[src/rtl/posenc_serial_add.sv]
// Digit-serial adder/subtractor on one-hot (positional) encoded operands.
// Optional per-digit one-hot check enabled by defining POSENC_ONEHOT_CHECK_EN.
module posenc_serial_add #(
    parameter int RADIX  = 8,
    parameter int DIGITS = 4
) (
    input  logic                     clk,
    input  logic                     reset,
    input  logic                     in_valid,
    output logic                     in_ready,
    input  logic [DIGITS*RADIX-1:0]  a,
    input  logic [DIGITS*RADIX-1:0]  b,
    input  logic                     cin,
    input  logic                     sub,
    output logic                     out_valid,
    input  logic                     out_ready,
    output logic [DIGITS*RADIX-1:0]  sum,
    output logic [1:0]               cout,
    output logic                     err
);
    localparam int IW = (RADIX > 1) ? $clog2(RADIX) : 1;
    localparam int CW = (DIGITS > 1) ? $clog2(DIGITS) : 1;
    localparam int W  = DIGITS * RADIX;
    localparam logic [CW-1:0] LAST    = CW'(DIGITS - 1);
    localparam logic [IW:0]   RADIX_W = (IW + 1)'(RADIX);

    typedef enum logic [1:0] {IDLE, RUN, DONE} state_t;

    state_t          state_q, state_d;
    logic [W-1:0]    a_q, b_q, sum_q;
    logic            sub_q, carry_q;
    logic [CW-1:0]   cnt_q;
    logic [1:0]      cout_q;
    logic            accept, handoff, last_digit;
    logic [RADIX-1:0] a_dig, b_dig, b_eff, s_dig;
    logic [IW-1:0]   ia, ib, s_idx;
    logic [IW:0]     s_full, s_wrap;
    logic            c_next;

    always_ff @(posedge clk or posedge reset) begin
        if (reset) state_q <= IDLE;
        else       state_q <= state_d;
    end

    always_comb begin
        state_d = state_q;
        accept  = 1'b0;
        handoff = 1'b0;
        case (state_q)
            IDLE: if (in_valid) begin
                accept  = 1'b1;
                state_d = RUN;
            end
            RUN:  if (last_digit) state_d = DONE;
            DONE: if (out_ready) begin
                handoff = 1'b1;
                state_d = IDLE;
            end
            default: state_d = IDLE;
        endcase
    end

    assign in_ready   = (state_q == IDLE);
    assign out_valid  = (state_q == DONE);
    assign last_digit = (cnt_q == LAST);
    assign sum        = sum_q;
    assign cout       = cout_q;

    // Subtraction uses the radix complement: digit j becomes RADIX-1-j, which
    // in one-hot form is simply the bit-reversed digit; carry-in is forced to 1.
    always_comb begin
        a_dig = a_q[cnt_q*RADIX +: RADIX];
        b_dig = b_q[cnt_q*RADIX +: RADIX];
        ia    = '0;
        ib    = '0;
        b_eff = '0;
        s_dig = '0;
        for (int t = 0; t < RADIX; t++)
            b_eff[t] = sub_q ? b_dig[RADIX-1-t] : b_dig[t];
        for (int t = 0; t < RADIX; t++) begin
            if (a_dig[t]) ia = IW'(t);
            if (b_eff[t]) ib = IW'(t);
        end
        s_full = {1'b0, ia} + {1'b0, ib} + {{IW{1'b0}}, carry_q};
        s_wrap = s_full - RADIX_W;
        c_next = (s_full >= RADIX_W);
        s_idx  = c_next ? s_wrap[IW-1:0] : s_full[IW-1:0];
        for (int t = 0; t < RADIX; t++)
            s_dig[t] = (s_idx == IW'(t));
    end

    always_ff @(posedge clk or posedge reset) begin
        if (reset) begin
            a_q     <= '0;
            b_q     <= '0;
            sum_q   <= '0;
            sub_q   <= 1'b0;
            carry_q <= 1'b0;
            cnt_q   <= '0;
            cout_q  <= 2'b00;
        end else if (accept) begin
            a_q     <= a;
            b_q     <= b;
            sub_q   <= sub;
            carry_q <= sub ? 1'b1 : cin;
            cnt_q   <= '0;
            sum_q   <= '0;
        end else if (state_q == RUN) begin
            sum_q[cnt_q*RADIX +: RADIX] <= s_dig;
            carry_q <= c_next;
            cnt_q   <= cnt_q + CW'(1);
            if (last_digit) cout_q <= {c_next, ~c_next};
        end else if (handoff) begin
            cout_q  <= 2'b00;
        end
    end

`ifdef POSENC_ONEHOT_CHECK_EN
    logic err_q;

    always_ff @(posedge clk or posedge reset) begin
        if (reset)
            err_q <= 1'b0;
        else if (accept)
            err_q <= 1'b0;
        else if (state_q == RUN && (!$onehot(a_dig) || !$onehot(b_dig)))
            err_q <= 1'b1;
    end

    assign err = err_q;
`else
    assign err = 1'b0;
`endif

endmodule

[config.mk]
export PLATFORM = sky130hd
export DESIGN_NAME = posenc_serial_add
export DESIGN_NICKNAME = d
export VERILOG_FILES = /design/src/rtl/posenc_serial_add.sv
export SDC_FILE = /design/constraint.sdc
export NUM_CORES = 1
export LEC_CHECK = 0
export CAP_MARGIN = 20
export CORE_MARGIN = 5
export CORE_UTILIZATION = 30
export CTS_CLUSTER_DIAMETER = 60
export DETAILED_ROUTE_END_ITERATION = 7
export PLACE_DENSITY = 0.51
export SLEW_MARGIN = 20
export SYNTH_ARGS = -nofsm -noshare
export SYNTH_HDL_FRONTEND = slang
export SYNTH_SLANG_ARGS = --single-unit
export TNS_END_PERCENT = 10
[constraint.sdc]
create_clock -name clk -period 6.64 [get_ports clk]
set_input_delay 1.328 -clock clk [delete_from_list [all_inputs] [get_ports clk]]
set_output_delay 1.328 -clock clk [all_outputs]
set_load 0.01 [all_outputs]
# After elaboration in Yosys (flattened, before gate mapping)
# Index checks and enable logic that the tools add are counted.
# classes
order_cmp	1
bitwise	2
multipliers	0
div_mod_pow	0
n_eq_ne	13
n_reduce_logical	6
n_addsub	5
muxes	41
shifts	4
# ops
op	n
32-bit two-way mux	2
32-bit by 6-bit variable part select with 8-bit output	2
3-bit two-way mux	13
5-bit negator with 34-bit output	1
8-bit by 34-bit variable shift with 32-bit output (first input constant)	1
8-bit by 34-bit variable part select with 32-bit output	1
32-bit bitwise mux	1
1-bit two-way mux	16
2-bit two-way mux	8
3-bit == test (second input constant)	4
3-bit by 2-bit == test with 1-bit output (second input constant)	2
2-bit case mux with 3 select lines	1
3-bit AND reduction	2
3-bit by 3-bit adder with 4-bit output	1
4-bit by 1-bit adder with 4-bit output	1
2-bit == test (second input constant)	2
4-bit >= comparator (second input constant)	1
2-bit inequality test (second input constant)	2
2-bit nonzero test	2
3-bit by 1-bit == test with 1-bit output (second input constant)	1
3-bit logical NOT	1
3-bit by 1-bit subtractor with 3-bit output (second input constant)	1
2-bit by 1-bit adder with 2-bit output (second input constant)	1
2-bit by 1-bit == test with 1-bit output (second input constant)	1
3 further kinds	4
# word_totals
mem_bits_ro	0
word_cells	80
reg_bits	104
input_bits	70
mem_bits_rw	0
latch_bits	0
n_memories	0
output_inout_bits	37

# Logic depth before layout (Yosys ltp)
# logic_depth
ltp_word	18
depth_mapped	12
depth_no_buf	10

# Worst setup path before layout
# OpenSTA, ideal clock, no wires.
# synth_path
path_kind	flip-flop to flip-flop
start	register cnt_q[1]
end	register sum_q[0] (netlist: sum[0])
setup_slack_ns	3.517
setup_time_ns	0.071
t_arrival_ns	3.052
path_stages_with_launch	12
period_less_slack_ns	3.123
n_path_buf	1
required_time_ns	6.569
path_cell_list	dfrtp_1 > buf_6 > mux4_2 > or3b_1 > nand3_2 > a21oi_2 > fa_1 > fa_1 > xor2_1 > nand4_1 > a2bb2oi_1 > nor2_1
# synth_via
elab_chain_cells	18
elab_cells_between_ends	42
classes_between	add/sub: 4; order compare: 1; eq/ne: 7; shift: 4; mux: 25; reduce/logical: 1
# synth_rtl
element	line	text
start: declaration	32	logic [CW-1:0] cnt_q;
start signal: assignment	111	cnt_q <= cnt_q + CW'(1);
32-bit by 6-bit variable part select with 8-bit output	73	b_dig = b_q[cnt_q*RADIX +: RADIX];
1-bit two-way mux	79	b_eff[t] = sub_q ? b_dig[RADIX-1-t] : b_dig[t];
1-bit two-way mux	82	if (b_eff[t]) ib = IW'(t);
3-bit two-way mux (6 in series)	82	
3-bit by 3-bit adder with 4-bit output	84	s_full = {1'b0, ia} + {1'b0, ib} + {{IW{1'b0}}, carry_q};
4-bit by 1-bit adder with 4-bit output	84	
4-bit >= comparator / 3-bit by 1-bit subtractor with 3-bit output (equally long branches)	86, 85	
3-bit two-way mux	87	s_idx = c_next ? s_wrap[IW-1:0] : s_full[IW-1:0];
3-bit by 1-bit == test with 1-bit output (tied with other cells)	89	s_dig[t] = (s_idx == IW'(t));
8-bit by 34-bit variable part select with 32-bit output	109	sum_q[cnt_q*RADIX +: RADIX] <= s_dig;
32-bit bitwise mux *	109	
32-bit two-way mux *	108	end else if (state_q == RUN) begin
32-bit two-way mux *	101	end else if (accept) begin
end signal: indexed assignment	109	
end: declaration	30	logic [W-1:0] a_q, b_q, sum_q;
# Mark *: on every way between the ends. The rest lies on a longest branch, timed or not. The select of a mux whose other input is x is not followed.
# A chain may end at the register's enable or synchronous reset.

# Worst setup path in the final report
# layout_path
start	register cnt_q[1]
end	register sum_q[7] (netlist: sum[7])
# Same word-level chain as after synthesis.

==> impl_metrics.tcl <==
set metrics [dict create \
    cp-start-kind "flip-flop" \
    fp-row-count 45 \
    rr_startpoint "cnt_q[1]" \
    vias 3576 \
    path_max_fanout 11 \
    syn_to_final_growth_pct 31.8 \
    max_freq_mhz 259 \
    ys_types 47 \
    hpwl_um 8420 \
    clockBufferDepth 2 \
    drive_gt1_frac 0.0712 \
    ys_seq_area_frac 0.534 \
    cts_tree "done" \
    wl_per_cell_um 14.8 \
    root_buffer "clkbuf_16" \
    cp.arrival_ns 4.13 \
    grt_pass1_wl_um 19400 \
    clk_latency_ns 0.35 \
    core_sq_mm 0.0153 \
    syn_nets 557 \
    hold_class "reg2reg" \
    syn_inst 478 \
    wl_met2_um 5190 \
    route.detailed.drc 0 \
    timing.rr.end "sum[7]" \
    wirelength_um 11600 \
    slew-limit-headroom 0.514 \
    worstSetupPathType "reg2reg" \
    drt-pass1-iter-count 4 \
    skew_ns 0.00643 \
    ant_nets 0 \
    ys_ff_latch 100 \
    wl_met3_um 651 \
    drt_iter0_drc 196 \
    timing.final.crit_share 0.582 \
    stdcell_count 787 \
    cts_buffers 9 \
    first_global_vias 3848 \
    highest_layer "met4" \
    nNetsFinal 651 \
    chipWidth_um 135 \
    hold_start "a_q[18]" \
    slew_violations 0 \
    power_density_mw_per_mm2 541 \
    vias_per_cell 4.54 \
    antenna_found_initial 0 \
    seqCellArea_sq_mm 0.00250 \
    min_period_ns 3.87 \
    globalplace.congestion 0.750 \
    whs_path_depth 2 \
    vdd.ir_drop.worst_mv 0.310 \
    hold_viol 0 \
    numPortBuffers 101 \
    final.setup.tns_ns 0 \
    yosys_warnings 0 \
    grt_overflow 0 \
    worstSetupEndpointType "flip-flop" \
    placed_cells 772 \
    die_h_um 135 \
    tightest_slew_ns 0.727 \
    fillerInstances 1567 \
    boundaryPins 107 \
    reg2reg_depth 9 \
    cts_max_level 3 \
    timing.reg2reg.setup_slack_ns 2.77 \
    dieArea_sq_mm 0.0182 \
    syn_area_sq_mm 0.00469 \
    setup_viol 0 \
    antennaDiodeCount 0 \
    cts.sinks 100 \
    postCtsHoldBufs 0 \
    p_leak_nw 2.87 \
    max_cap_violations 0 \
    grt_start_max_net_pins 65 \
    rsz0062_at_grt "false" \
    start_util 0.307 \
    outcome "complete, no violations" \
    min_to "a_q[18]" \
    cts_repair_resize_count 0 \
    cts_setup_buffers 0 \
    clk_pin_slew_worst_paths_ns 0.06 \
    syn_avg_cell_area_sq_um 9.80 \
    grtUsageTotal 0.134 \
    wl_met1_um 5620 \
    multi_input_area_sq_mm 0.00206 \
    crit_required_ns 6.90 \
]
-- cells by family after synthesis --
family,count (synthesis),share of synthesized area
compound gates,56,0.0825
simple gates,262,0.232
fa+ha+maj,9,0.0272
buf+inv,28,0.0296
flops,100,0.534
other cells,1,0.000800
mux,20,0.0900
xor+xnor,2,0.00374
-- worst max-delay path by stage --
stage                         from       to  slack [ns]  cells after the start
final                     cnt_q[1]   sum[7]        2.77                      9
after global routing      cnt_q[1]   sum[4]        2.57                      9
after CTS                 cnt_q[1]   sum[7]        2.79                      9
after detailed placement  cnt_q[1]   sum[7]        2.82                      9
after global placement    cnt_q[1]   sum[0]        2.83                     10
after floorplan              reset  a_q[10]        2.69                      1
-- worst max-delay path, stage by stage (launching register included) --
cell     delay (ns)
dfrtp_1        0.77
mux4_2         0.66
or3b_1         0.41
nand3_2        0.09
a21oi_2        0.07
fa_1           0.41
fa_1           0.43
xnor2_1        0.45
nand4_1        0.27
o21ai_0        0.23
-- Yosys cell counts, drive strengths merged --
library cell    n  area share
a211o           1      0.0019
a211oi          2      0.0043
a21o            1      0.0016
a21oi           7      0.0083
a221oi          2      0.0037
a22o           16       0.030
a2bb2oi         1      0.0019
a31oi           1      0.0013
and2            4      0.0053
and4b           1      0.0021
buf            15       0.019
clkbuf          7      0.0056
conb            1     0.00080
dfrtp         100        0.53
fa              2      0.0085
ha              7       0.019
inv             6      0.0048
mux2            1      0.0024
mux2i           2      0.0043
mux4           17       0.083
nand2         208        0.17
nand2b          6      0.0080
nand3           2      0.0032
nand3b          1      0.0016
nand4           3      0.0040
nand4b          1      0.0019
nor2           17       0.014
nor2b           8       0.011
nor3            5      0.0053
nor3b           1      0.0016
nor4bb          1      0.0021
o211a           1      0.0021
o21a            2      0.0032
o21ai          20       0.021
o22ai           1      0.0013
o31ai           1      0.0016
or2             3      0.0040
or3b            1      0.0019
xnor2           1      0.0019
xor2            1      0.0019
-- state kept, by name (all words and copies together) (netlist names) --
register / count
b_q: 32
cout: 2
sub_q: 1
cnt_q: 2
a_q: 28
sum: 32
carry_q: 1
state_q: 2
-- per-layer routing --
layer,GRT usage,vias up
met3,0.0313,12
met4,0.0487,0
li1,-,1773
met2,0.207,88
met5,0,-
met1,0.184,1703
-- per-stage QoR --
| stage | hold slack, ns | setup slack, ns | area, sq um | total power, mW | utilization |
|---|---|---|---|---|---|
| final | 0.468 | 2.77 | 6170 | 3.34 | 0.405 |
| after global routing | 0.496 | 2.57 | 6170 | 3.64 | 0.405 |
| after CTS | 0.477 | 2.79 | 6170 | 3.38 | 0.405 |
| after detailed placement | 0.459 | 2.82 | 5890 | 2.84 | 0.386 |
| after global placement | 0.457 | 2.83 | 5880 | 2.81 | 0.386 |
| after floorplan | 0.440 | 2.69 | 4690 | 2.29 | - |
-- where the power goes --
| part | total [mW] | switching (mW) | internal (mW) |
|---|---|---|---|
| Combinational | 1.82 | 1.08 | 0.739 |
| Sequential | 1.00 | 0.163 | 0.840 |
| Clock | 0.518 | 0.218 | 0.300 |
| Total | 3.34 | 1.46 | 1.88 |
-- final cells by class --
| cell class | count | share of cell area |
|---|---|---|
| Clock inverter | 2 | 0.00567 |
| Timing Repair Buffer | 105 | 0.169 |
| Clock buffer | 13 | 0.0405 |
| Multi-Input combinational cell | 350 | 0.333 |
| Inverter | 6 | 0.00405 |
| Tap cell | 211 | 0.0428 |
| Sequential cell | 100 | 0.405 |
-- layout by cell type, fill, tap and decap left out, types with 6 or more instances in the layout --
cell	n
a21oi_1	6
a22o_1	16
clkbuf_16	9
clkdlybuf4s50_1	101
dfrtp_1	100
ha_1	7
mux4_2	15
nand2_1	207
nand2b_1	6
nor2_1	17
nor2b_1	8
o21ai_0	19
Note: power is estimated with default switching activity, not from simulation.
